[config.mk]
export PLATFORM = sky130hd
export DESIGN_NAME = regfile_wb_arbiter
export DESIGN_NICKNAME = d
export VERILOG_FILES = /design/src/rtl/regfile_wb_arbiter.sv
export SDC_FILE = /design/constraint.sdc
export NUM_CORES = 1
export LEC_CHECK = 0
export ABC_AREA = 1
export CORE_MARGIN = 2
export CORE_UTILIZATION = 39
export DETAILED_ROUTE_END_ITERATION = 6
export GPL_ROUTABILITY_DRIVEN = 0
export PLACE_DENSITY_LB_ADDON = 0.25
export SETUP_SLACK_MARGIN = 0.02
export SLEW_MARGIN = 25
export SYNTH_ARGS = -nofsm -noshare
export SYNTH_HDL_FRONTEND = slang
export SYNTH_SLANG_ARGS = --single-unit
[constraint.sdc]
create_clock -name clk -period 2.1 [get_ports clk]
set_input_delay 0.42 -clock clk [delete_from_list [all_inputs] [get_ports clk]]
set_output_delay 0.42 -clock clk [all_outputs]
set_load 0.05 [all_outputs]
[src/rtl/regfile_wb_arbiter.sv]
// Round-robin arbiter sharing the register-file write port among writeback sources.
// Define WB_ARB_STATS_EN to add per-requester grant counters and a conflict counter.
module regfile_wb_arbiter #(
    parameter int NUM_REQ = 2,
    parameter int DATA_W  = 64,
    parameter int ADDR_W  = 5
) (
    input  logic                      clk,
    input  logic                      rst_n,
    input  logic [NUM_REQ-1:0]        req_valid,
    output logic [NUM_REQ-1:0]        req_ready,
    input  logic [NUM_REQ*ADDR_W-1:0] req_addr,
    input  logic [NUM_REQ*DATA_W-1:0] req_data,
    input  logic                      wb_stall,
    output logic [ADDR_W-1:0]         write_register,
    output logic [DATA_W-1:0]         write_data,
    output logic                      reg_write,
    input  logic [ADDR_W-1:0]         hz_addr,
    output logic                      hz_hit
`ifdef WB_ARB_STATS_EN
    ,
    output logic [NUM_REQ*16-1:0]     grant_cnt,
    output logic [15:0]               conflict_cnt
`endif
);

    localparam int PTR_W = $clog2(NUM_REQ);

    logic [PTR_W-1:0]  rrPtr;
    logic [PTR_W-1:0]  grantIdx;
    logic              grantValid;
    logic [ADDR_W-1:0] grantAddr;
    logic [DATA_W-1:0] grantData;

    // Scan from rrPtr upward with wrap; the first valid requester wins.
    always_comb begin
        int idx;
        idx        = 0;
        grantValid = 1'b0;
        grantIdx   = '0;
        if (rst_n && !wb_stall) begin
            for (int k = 0; k < NUM_REQ; k++) begin
                idx = (int'(rrPtr) + k) % NUM_REQ;
                if (!grantValid && req_valid[idx]) begin
                    grantValid = 1'b1;
                    grantIdx   = PTR_W'(idx);
                end
            end
        end
    end

    always_comb begin
        req_ready = '0;
        if (grantValid) req_ready[grantIdx] = 1'b1;
    end

    assign grantAddr = req_addr[int'(grantIdx)*ADDR_W +: ADDR_W];
    assign grantData = req_data[int'(grantIdx)*DATA_W +: DATA_W];

    always_ff @(posedge clk) begin
        if (!rst_n) begin
            rrPtr          <= '0;
            reg_write      <= 1'b0;
            write_register <= '0;
            write_data     <= '0;
        end else begin
            reg_write <= 1'b0;
            if (grantValid) begin
                rrPtr <= (grantIdx == PTR_W'(NUM_REQ - 1)) ? '0 : grantIdx + 1'b1;
                // Writes to x0 are accepted but never reach the register file.
                if (grantAddr != '0) begin
                    write_register <= grantAddr;
                    write_data     <= grantData;
                    reg_write      <= 1'b1;
                end
            end
        end
    end

    assign hz_hit = reg_write && (write_register == hz_addr) && (hz_addr != '0);

`ifdef WB_ARB_STATS_EN
    int validCnt;

    always_comb begin
        validCnt = 0;
        for (int i = 0; i < NUM_REQ; i++) validCnt += int'(req_valid[i]);
    end

    always_ff @(posedge clk) begin
        if (!rst_n) begin
            grant_cnt    <= '0;
            conflict_cnt <= '0;
        end else begin
            for (int i = 0; i < NUM_REQ; i++) begin
                if (grantValid && (int'(grantIdx) == i) && (grant_cnt[i*16 +: 16] != 16'hFFFF))
                    grant_cnt[i*16 +: 16] <= grant_cnt[i*16 +: 16] + 16'd1;
            end
            if (!wb_stall && (validCnt >= 2) && (conflict_cnt != 16'hFFFF))
                conflict_cnt <= conflict_cnt + 16'd1;
        end
    end
`endif

endmodule
==> impl_metrics.toml <==
[pwr]
power_density_nw_per_um2 = 562
seq_power_share_pct = 39.1
combPwrFrac_pct = 33.5
p_clk_share_pct = 27.3
ir_drop_mv = 0.290
swShare_pct = 32.2
p_leak_nw = 3.31
switchingPower_mw = 1.22
power.internal_mw = 2.57
totalPowerFinal_mw = 3.79

[logic_synthesis]
ys_ff_latch = 71
yosys.area.top_type = "dfxtp_1"
async_reset_ff_share_pct = 0
synth_area_leaders = "dfxtp_1 (35%), nand2_1 (26%), nor2_1 (13%)"
synthCells = 713
netlist_area_um2 = 4050
synth_edf_count = 0
yosysSeqAreaShare_pct = 35.1
yosysMostFrequentCell = "nand2_1"
synth_top_flop_cell = "dfxtp_1"
synth_nets = 861
yosysUniqueCellTypes = 22
yosys-top-cells-count = "nand2_1 (284), nor2_1 (144), inv_1 (79)"
synth_top_area_share_pct = 35.1
syn_area_per_cell_um2 = 5.67
ys_warn_count = 0

[sta]
fin_crit_sh_pct = 97.2
setup_viol = 0
clock.fmax_mhz = 490
finalMaxSlewViolations = 0
hold_viol = 0
worst_slew_pin_slew_ns = 0.718
setup_tns_ns = 0
fin_crit_ns = 2.04
whs_ns = 0.482
finClkSkew_ns = 0.00930
rsz0062_at_grt = "true"
slew_headroom_pct = 52.1
worst_slack_ns = 0.0585

[floorplanning]
io_pins = 221
initial_core_util_pct = 39.7
die_height_um = 106
die-area_um2 = 11200
core_um2 = 10200
die_w_um = 106
rows = 37

[drt]
drtIter0Drc = 154
routed_wl_um = 12000
viasPerCell = 4.35
drc = 0
dr.pass1.iters = 4
routed-via-count = 4658
antenna_left = 0
wire_per_inst_um = 11.2

[cts]
postCtsHoldBufs = 0
clkSinkCount = 71
clk_pin_slew_ns = 0.07
cts_buffers = 9
cts_buffer_depth = 2
h-tree-depth = 3
cts_root_buf = "clkbuf_8"
clkLatencyLatePin_ns = 0.34
cts_tree = "yes"

[place]
hpwl_um = 9050
dp_cells = 1053
dp_slack_ns = -0.213
io_buffers = 220

[worst_setup_path]
arrival_ns = 1.62
critical_path_buf_inv_count = 3
worstPathCellList = "clkdlybuf4s50_1 > nor2_4 > buf_4 > o21ai_1 > nor2_2 > buf_6"
start_kind = "input port"
path_class = "input port to output pin"
cp_max_fo = 4
crit_family = "buffers and inverters"
slowest_stage = "clkdlybuf4s50_1"
cp-end-kind = "output pin"
rrSetupSlack_ns = 0.43
required_ns = 1.68
critPathMaxStageDelay_ns = 0.44

[global_routing]
grt_pass1_wl_um = 19600
antenna_found_initial = 0
overflow = 0
grt_max_degree = 71
grt_pass1_vias = 4304
track_usage_pct = 21.6

[finish]
fin_nets = 1077
area_delta_synth_final_pct = 66.5
nFillCells = 963
instances_no_fill = 1070
num_antenna_cells = 0
drive_gt1_share_pct = 5.89

[min_path]
hp-class = "flip-flop to flip-flop"

[job]
cap_violations = 0

[outcome]
outcome = "finished clean"
-- registers in the layout (all words and copies together) (netlist names) --
register        flops
reg_write           1
write_data         64
write_register      5
rrPtr               1
-- power groups by stage --
stage / sequential (mW) / clock (mW) / combinational [mW]
final: 1.48 / 1.04 / 1.27
after global routing: 1.49 / 1.11 / 1.38
after CTS: 1.48 / 1.07 / 1.28
after detailed placement: 1.51 / 0 / 1.27
after global placement: 1.51 / 0 / 1.27
after floorplan: 1.82 / 0 / 0.390
-- through the flow --
step,util (%),area (um^2)
4_1_cts,66.0,6720
2_1_floorplan,-,4050
6_report,66.1,6740
3_3_place_gp,64.0,6520
5_1_grt,66.1,6740
3_5_place_dp,64.0,6520
-- logic make-up (layout without fill, tap and decap cells) --
group	count (synthesis)	count (layout)	share of synthesized area (%)
xor gates and xnor gates	2	2	0.433
AOI/OAI and AO/OA	7	7	1.02
buffers and inverters	125	346	13.2
DFF	71	71	35.1
and+or+nand+nor	508	508	50.2
-- path summary, 6_finish.rpt --
| kind | cells past startpoint | from | endpoint |
|---|---|---|---|
| hold / removal | 2 | write_data[14] | write_data[14] |
| setup / recovery | 6 | wb_stall | req_ready[0] |
| hold reg to reg | 2 | write_data[14] | write_data[14] |
| setup reg to reg | 11 | rrPtr | write_register[3] |
-- metal layers --
metal | wire, um | up-vias | share of wire, % | GRT usage (%)
met5 | 0 | - | 0 | 0
met4 | 330 | 0 | 2.7 | 9.02
met3 | 1210 | 24 | 10 | 8.16
met2 | 5550 | 161 | 46 | 37.5
met1 | 4930 | 1922 | 41 | 23.5
li1 | - | 2551 | - | -
-- layout by cell type, fill, tap and decap left out, types with 2 or more instances in the layout --
master	instances
clkbuf_1	4
inv_1	78
buf_4	20
dlymetal6s2s_1	2
nor2_4	2
clkbuf_8	9
nand2_1	283
buf_6	2
clkdlybuf4s50_1	214
nor2_1	143
nand4_1	5
dfxtp_1	71
inv_2	3
o21ai_1	3
nand3_1	70
buf_12	9
-- layout make-up --
class | instances | area (um^2) | area share, %
Tap cell | 136 | 170 | 2.53
Timing Repair Buffer | 249 | 2550 | 37.9
Clock buffer | 13 | 139 | 2.06
Sequential cell | 71 | 1420 | 21.1
Clock inverter | 3 | 43.8 | 0.650
Multi-Input combinational cell | 517 | 2110 | 31.3
Inverter | 81 | 304 | 4.51
-- worst register-to-register path: cells and delay by family (launching register included) --
kind | cells | cell delay (ns)
flip-flops | 1 | 0.30
AND/OR/NAND/NOR | 7 | 0.72
AO/OA/AOI/OAI | 1 | 0.18
buffers and inverters | 3 | 0.37
-- what timing repair did --
action	in CTS	in global routing
gates cloned	0	0
endpoints found under the setup margin	2	6
gates resized for setup	3	5
pin swaps	1	4
buffers inserted	1	0
No activity file was read; power rests on OpenSTA's default activity.
